`config.mk`:
```
export PLATFORM = sky130hd
export DESIGN_NAME = m_lsu
export DESIGN_NICKNAME = d
export VERILOG_FILES = /design/src/rtl/m_lsu_pkg.sv /design/src/rtl/m_lsu_ext.sv /design/src/rtl/m_lsu.sv
export SDC_FILE = /design/constraint.sdc
export NUM_CORES = 1
export LEC_CHECK = 0
export ABC_AREA = 1
export ABC_CLOCK_PERIOD_IN_PS = 2250
export BUFFER_PORTS_ARGS = -buffer_cell sky130_fd_sc_hd__buf_2
export CORE_UTILIZATION = 49
export DETAILED_ROUTE_END_ITERATION = 10
export GPL_TIMING_DRIVEN = 0
export PLACE_DENSITY = 0.8
export SETUP_SLACK_MARGIN = 0.1
export SYNTH_ARGS = -nofsm -noshare
export SYNTH_HDL_FRONTEND = slang
export SYNTH_HIERARCHICAL = 1
export SYNTH_SLANG_ARGS = --single-unit
```
`constraint.sdc`:
```
create_clock -name clk -period 2.25 [get_ports clk]
set_input_delay 0.45 -clock clk [delete_from_list [all_inputs] [get_ports clk]]
set_output_delay 0.45 -clock clk [all_outputs]
set_load 0.01 [all_outputs]
```
`src/rtl/m_lsu_pkg.sv`:
```
// rtl/m_lsu_pkg.sv - shared constants and types for the M-stage load/store unit
package m_lsu_pkg;

    localparam int          LSU_TIMEOUT = 16;
    localparam int          LSU_CNT_W   = 5;
    localparam logic [31:0] LSU_DM_TOP  = 32'h0000_2FFF;

    // Timer/IRQ bridge window and its read-only COUNT registers
    localparam logic [31:0] IO_BASE     = 32'h0000_7F00;
    localparam logic [31:0] IO_TOP      = 32'h0000_7F23;
    localparam logic [31:0] TMR0_COUNT  = 32'h0000_7F08;
    localparam logic [31:0] TMR1_COUNT  = 32'h0000_7F18;

    localparam logic [1:0]  ST_IDLE     = 2'd0;
    localparam logic [1:0]  ST_BUSY     = 2'd1;
    localparam logic [1:0]  ST_DONE     = 2'd2;

    localparam logic [4:0]  EXC_NONE    = 5'd0;
    localparam logic [4:0]  EXC_ADEL    = 5'd4;
    localparam logic [4:0]  EXC_ADES    = 5'd5;

    localparam logic [1:0]  SZ_BYTE     = 2'd0;
    localparam logic [1:0]  SZ_HALF     = 2'd1;

    // Everything the load extender needs, latched when the access issues
    typedef struct packed {
        logic [1:0] size;
        logic       sgn;
        logic [1:0] lo;
    } ld_fmt_t;

endpackage

```
`src/rtl/m_lsu_ext.sv`:
```
// rtl/m_lsu_ext.sv - load data lane select and sign/zero extension
module m_lsu_ext
    import m_lsu_pkg::*;
(
    input  logic [31:0] i_rdata,
    input  logic [1:0]  i_size,
    input  logic        i_signed,
    input  logic [1:0]  i_lo,
    output logic [31:0] o_data
);

    logic [7:0]  w_byte;
    logic [15:0] w_half;

    assign w_byte = i_rdata[{i_lo, 3'b000} +: 8];
    assign w_half = i_lo[1] ? i_rdata[31:16] : i_rdata[15:0];

    // Pick the addressed lane and extend; size 2 (and the unused 3) pass the word through
    always_comb begin
        o_data = i_rdata;
        case (i_size)
            SZ_BYTE: o_data = {{24{i_signed & w_byte[7]}}, w_byte};
            SZ_HALF: o_data = {{16{i_signed & w_half[15]}}, w_half};
            default: o_data = i_rdata;
        endcase
    end

endmodule

```
`src/rtl/m_lsu.sv`:
```
// rtl/m_lsu.sv - M-stage load/store unit with bus handshake, stall and address exceptions
module m_lsu
    import m_lsu_pkg::*;
#(
    parameter int          TIMEOUT = LSU_TIMEOUT,
    parameter logic [31:0] DM_TOP  = LSU_DM_TOP,
    parameter int          CNT_W   = LSU_CNT_W
) (
    input  logic        clk,
    input  logic        reset,
    input  logic        M_ld,
    input  logic        M_st,
    input  logic [1:0]  M_size,
    input  logic        M_ld_signed,
    input  logic [31:0] M_addr,
    input  logic [31:0] M_wdata,
    input  logic        M_flush,
    input  logic        M_hold,
    output logic        bus_req,
    output logic        bus_we,
    output logic [31:0] bus_addr,
    output logic [3:0]  bus_be,
    output logic [31:0] bus_wdata,
    input  logic        bus_ready,
    input  logic [31:0] bus_rdata,
    output logic [31:0] M_DMRD,
    output logic        M_lsu_stall,
    output logic        M_exc,
    output logic [4:0]  M_exc_code
);

    logic [1:0]       r_state;
    logic [CNT_W-1:0] r_cnt;
    logic             r_we;
    logic [31:0]      r_addr;
    logic [3:0]       r_be;
    logic [31:0]      r_wdata;
    logic [31:0]      r_rdata;
    ld_fmt_t          r_fmt;
    logic             r_tmo;

    logic        w_acc;
    logic        w_store;
    logic        w_misalign;
    logic        w_in_dm;
    logic        w_in_io;
    logic        w_fault;
    logic        w_idle;
    logic        w_exc_idle;
    logic        w_issue;
    logic        w_last;
    logic        w_exc_done;
    logic [3:0]  w_be;
    logic [31:0] w_wdata;

    // A load wins if both strobes are ever seen together
    assign w_acc      = M_ld | M_st;
    assign w_store    = M_st & ~M_ld;
    assign w_idle     = (r_state == ST_IDLE);

    // Size 3 is treated like a word so it can never slip through unaligned
    assign w_misalign = ((M_size == SZ_HALF) & M_addr[0]) | (M_size[1] & (|M_addr[1:0]));
    assign w_in_dm    = (M_addr <= DM_TOP);
    assign w_in_io    = (M_addr >= IO_BASE) & (M_addr <= IO_TOP);

    // The bridge only takes whole words, and its COUNT registers are read-only
    assign w_fault    = w_misalign
                      | ~(w_in_dm | w_in_io)
                      | (w_in_io & ~M_size[1])
                      | (w_store & ((M_addr == TMR0_COUNT) | (M_addr == TMR1_COUNT)));

    // The exception is not gated by M_flush: CP0 derives the flush from it
    assign w_exc_idle = w_idle & w_acc & w_fault;
    assign w_issue    = w_idle & w_acc & ~w_fault & ~M_flush;
    assign w_last     = (r_cnt == CNT_W'(TIMEOUT - 1));
    assign w_exc_done = (r_state == ST_DONE) & r_tmo;

    // Store lane steering: replicate the datum across the word, enable only its lanes
    always_comb begin
        w_be    = 4'b1111;
        w_wdata = M_wdata;
        case (M_size)
            SZ_BYTE: begin
                w_be    = 4'b0001 << M_addr[1:0];
                w_wdata = {4{M_wdata[7:0]}};
            end
            SZ_HALF: begin
                w_be    = M_addr[1] ? 4'b1100 : 4'b0011;
                w_wdata = {2{M_wdata[15:0]}};
            end
            default: begin
                w_be    = 4'b1111;
                w_wdata = M_wdata;
            end
        endcase
    end

    // Access sequencer: issue from IDLE, wait for ready or timeout, report in DONE
    always_ff @(posedge clk) begin
        if (reset) begin
            r_state <= ST_IDLE;
            r_cnt   <= '0;
            r_we    <= 1'b0;
            r_addr  <= '0;
            r_be    <= '0;
            r_wdata <= '0;
            r_rdata <= '0;
            r_fmt   <= '0;
            r_tmo   <= 1'b0;
        end else begin
            case (r_state)
                ST_IDLE: begin
                    if (w_issue) begin
                        r_state    <= ST_BUSY;
                        r_cnt      <= '0;
                        r_we       <= w_store;
                        r_addr     <= {M_addr[31:2], 2'b00};
                        r_be       <= w_store ? w_be : 4'b0000;
                        r_wdata    <= w_wdata;
                        r_fmt.size <= M_size;
                        r_fmt.sgn  <= M_ld_signed;
                        r_fmt.lo   <= M_addr[1:0];
                        r_tmo      <= 1'b0;
                    end
                end
                ST_BUSY: begin
                    r_cnt <= r_cnt + CNT_W'(1);
                    if (bus_ready) begin
                        r_rdata <= bus_rdata;
                        r_state <= ST_DONE;
                    end else if (w_last) begin
                        r_tmo   <= 1'b1;
                        r_state <= ST_DONE;
                    end
                end
                ST_DONE: begin
                    if (!M_hold) begin
                        r_state <= ST_IDLE;
                    end
                end
                default: r_state <= ST_IDLE;
            endcase
        end
    end

    m_lsu_ext u_ext (
        .i_rdata  (r_rdata),
        .i_size   (r_fmt.size),
        .i_signed (r_fmt.sgn),
        .i_lo     (r_fmt.lo),
        .o_data   (M_DMRD)
    );

    assign bus_req     = (r_state == ST_BUSY);
    assign bus_we      = r_we;
    assign bus_addr    = r_addr;
    assign bus_be      = r_be;
    assign bus_wdata   = r_wdata;
    assign M_lsu_stall = w_issue | (r_state == ST_BUSY);
    assign M_exc       = w_exc_idle | w_exc_done;
    assign M_exc_code  = w_exc_idle ? (w_store ? EXC_ADES : EXC_ADEL)
                       : w_exc_done ? (r_we ? EXC_ADES : EXC_ADEL)
                       : EXC_NONE;

endmodule

```
==> results.py <==
metrics = {
    "setup_path": {
        "reg2reg_depth": 8,
        "crit_arrival_ns": 1.71,
        "worst-path-stages": 10,
        "r2r-start": "r_state[1]",
        "cp-end-kind": "output port",
        "cp-endpoint": "M_lsu_stall",
        "path_buf_inv": 3,
        "slowest_delay_ns": 0.17,
        "cp_top_family": "simple AND/OR/NAND/NOR gates",
        "r2r-end": "bus_addr[9]",
        "required_ns": 1.80,
        "cp-startpoint": "M_addr[25]",
        "criticalPathCategory": "in -> out",
        "crit_slowest_cell": "nor2_4",
        "path_max_fanout": 10,
        "start_kind": "input port",
        "path_cells": "buf_6 -> nor2_2 -> nand2_1 -> nor2_2 -> nand4_1 -> nor2_4 -> nand4_4 -> buf_6 -> nand2_1 -> buf_2",
        "worst-r2r-setup-slack_ns": 0.57,
    },
    "cts": {
        "clkTransAtPathRegs_ns": 0.07,
        "cts.sinks": 112,
        "clk-insertion-delay-late_ns": 0.35,
        "htreeDepth": 3,
        "tritoncts": "yes",
        "clk_path_buf_depth": 2,
        "cts_root_buffer": "clkbuf_16",
        "cts_buffers": 9,
    },
    "drt": {
        "wl_per_cell_um": 14.7,
        "drc": 0,
        "routed-via-count": 6115,
        "drtPass1Iterations": 5,
        "ant_nets": 0,
        "drt_iter0_markers": 400,
        "wl_um": 17000,
        "viasPerCell": 5.27,
    },
    "floorplan": {
        "io_pins": 215,
        "die_y_um": 109,
        "die_width_um": 109,
        "start_util_pct": 51.0,
        "num_rows": 38,
        "core_um2": 11000,
        "die-area_um2": 11900,
    },
    "synth": {
        "synth_cell_types": 42,
        "synth_async_sr_flop_share_pct": 0,
        "syn_area_um2": 5630,
        "syn_avg_cell_area_um2": 7.15,
        "ys_seq_area_share_pct": 39.9,
        "synth_edf_count": 0,
        "yosys_register_bits": 112,
        "ys.flop_type": "dfxtp_1",
        "yosys_warnings": 6,
        "synth_cells": 787,
    },
    "timing": {
        "rsz0062_at_grt": "true",
        "setup_tns_ns": 0,
        "slew_violations": 0,
        "final_hold_viol_count": 0,
        "period_share_pct": 96.0,
        "setup_violations": 0,
        "setup_ws_ns": 0.0905,
        "max_freq_mhz": 463,
        "slew-limit-headroom_pct": 47.6,
        "finalClockSkew_ns": 0.00690,
        "worstMarginPinSlew_ns": 0.786,
        "period_needed_ns": 2.16,
    },
    "layout": {
        "syn_to_final_growth_pct": 34.5,
        "drive_above_1_share_pct": 34.5,
        "final_common_cell": "buf_2",
        "final_area_um2": 7570,
        "nNetsFinal": 1123,
        "fillCellCount": 945,
        "seq_area_um2": 2250,
        "final_cell_mix": "buf_2, nand2_1, dfxtp_1, nand3_1, nor2_1",
        "n_antenna_cell": 0,
        "multi_input_area_um2": 3020,
    },
    "power_and_ir_drop": {
        "combPwrFrac_pct": 7.8,
        "leakagePower_nw": 3.57,
        "swShare_pct": 23.3,
        "net-switching-power_w": 0.000921,
        "clockPowerShare_pct": 42.2,
        "peakVddDrop_mv": 0.524,
        "powerDensity_nw_per_um2": 523,
        "internal_power_w": 0.00304,
        "power_w": 0.00396,
        "pwr-share-seq_pct": 50.0,
    },
    "placement": {
        "portBuffers": 205,
        "hpwl_um": 12400,
        "placed_area_um2": 6840,
        "pre_cts_ws_ns": -0.0451,
        "place_congestion": 0.878,
    },
    "job": {
        "drv_cap": 0,
    },
    "global_routing": {
        "grt_use_total_pct": 27.6,
        "antenna_found_initial": 0,
        "grt_max_degree": 19,
        "grt_pass1_vias": 5364,
        "gr-total-overflow": 0,
        "grt_pass1_wl_um": 25500,
    },
    "hold_path": {
        "worstHoldPathType": "in -> reg",
    },
    "outcome": {
        "outcome": "finished, final reports clean",
    },
}
power by group through the flow:
stage | clock, W | combinational, W | sequential (W)
after floorplan | 0 | 0.000146 | 0.00203
after global placement | 0 | 0.000286 | 0.00203
after detailed placement | 0 | 0.000287 | 0.00203
after CTS | 0.00169 | 0.000292 | 0.00198
after global routing | 0.00178 | 0.000338 | 0.00198
final | 0.00167 | 0.000307 | 0.00198
metal layers:
| layer | part of all wire [%] | vias up | global-route usage, % |
|---|---|---|---|
| met1 | 41 | 2781 | 34.6 |
| li1 | - | 3011 | - |
| met3 | 8.7 | 42 | 6.81 |
| met2 | 47 | 281 | 46.1 |
| met5 | 0 | - | 0 |
| met4 | 2.5 | 0 | 8.98 |
state kept, by name, indices dropped and copies added, names as in the netlist:
name / cells
bus_wdata: 32
bus_addr: 30
r_rdata: 32
r_fmt: 5
r_cnt: 5
bus_we: 1
r_state: 2
bus_be: 4
r_tmo: 1
final cells by class:
cell class              instances  area share, %
repair buffers                213           16.2
clock inverters                 5          0.843
inverters                      47           2.58
well taps                     140           2.32
flip-flops and latches        112           29.7
multi-input cells             573           39.9
plain buffers                  59           5.16
clock buffers                  11           3.34
cell usage after synthesis, types with 3 or more instances:
library cell / count / area (um2)
or2_2: 4 / 25.0
nand2_2: 7 / 43.8
buf_2: 5 / 25.0
and2_0: 3 / 18.8
buf_4: 12 / 90.1
nor2_4: 3 / 33.8
nand2_1: 197 / 739
nor2_2: 4 / 25.0
o211ai_1: 15 / 113
a21oi_1: 60 / 300
nand3_1: 98 / 490
o21ai_0: 42 / 210
a21oi_2: 10 / 87.6
inv_1: 42 / 158
buf_6: 7 / 78.8
buf_1: 5 / 18.8
or2_1: 3 / 18.8
clkbuf_1: 24 / 90.1
nor2_1: 77 / 289
nand3_2: 26 / 260
and2_4: 3 / 26.3
dfxtp_1: 112 / 2240
buf_8: 4 / 60.1
cell families (layout without fill, tap and decap cells):
group,Yosys count,after routing,share of synthesized area [%]
buf+inv,106,335,9.99
simple gates,434,434,36.4
other cells,1,5,0.0667
fa+ha+maj,2,2,0.445
flops,112,112,39.9
compound gates,132,132,13.2
per-stage QoR:
step | utilization [%] | instances | hold slack (ns)
CTS | 65.3 | 1154 | 0.351
detailed placement | 62.0 | 1136 | 0.440
floorplan | - | 791 | 0.440
global route | 68.6 | 1160 | 0.350
finish | 68.6 | 1160 | 0.357
global placement | 62.0 | 1136 | 0.436
worst reg2reg max path, cell delays in order, from the launching register on:
cell      delay (ns)
dfxtp_1         0.34
nor2_1          0.12
o21ai_1         0.16
nor2_2          0.19
nand4_4         0.14
buf_4           0.18
clkbuf_2        0.18
o21ai_0         0.21
nor2_1          0.05
worst min-delay path by stage:
stage | start | depth (start not counted) | slack (ns) | end
floorplan | r_tmo | 2 | 0.44 | r_tmo
finish | M_ld_signed | 3 | 0.36 | r_fmt[2]
global placement | bus_addr[20] | 2 | 0.44 | bus_addr[20]
CTS | M_ld_signed | 3 | 0.35 | r_fmt[2]
global route | M_ld_signed | 3 | 0.35 | r_fmt[2]
detailed placement | bus_addr[31] | 2 | 0.44 | bus_addr[31]
timing repair:
item	in CTS	in global routing
hold buffers	0	0
gates cloned	0	2
setup buffers	2	4
resized for setup	9	66
pin swaps	3	16
endpoints found under the setup margin	6	32
Power figures use the tool's default switching activity.
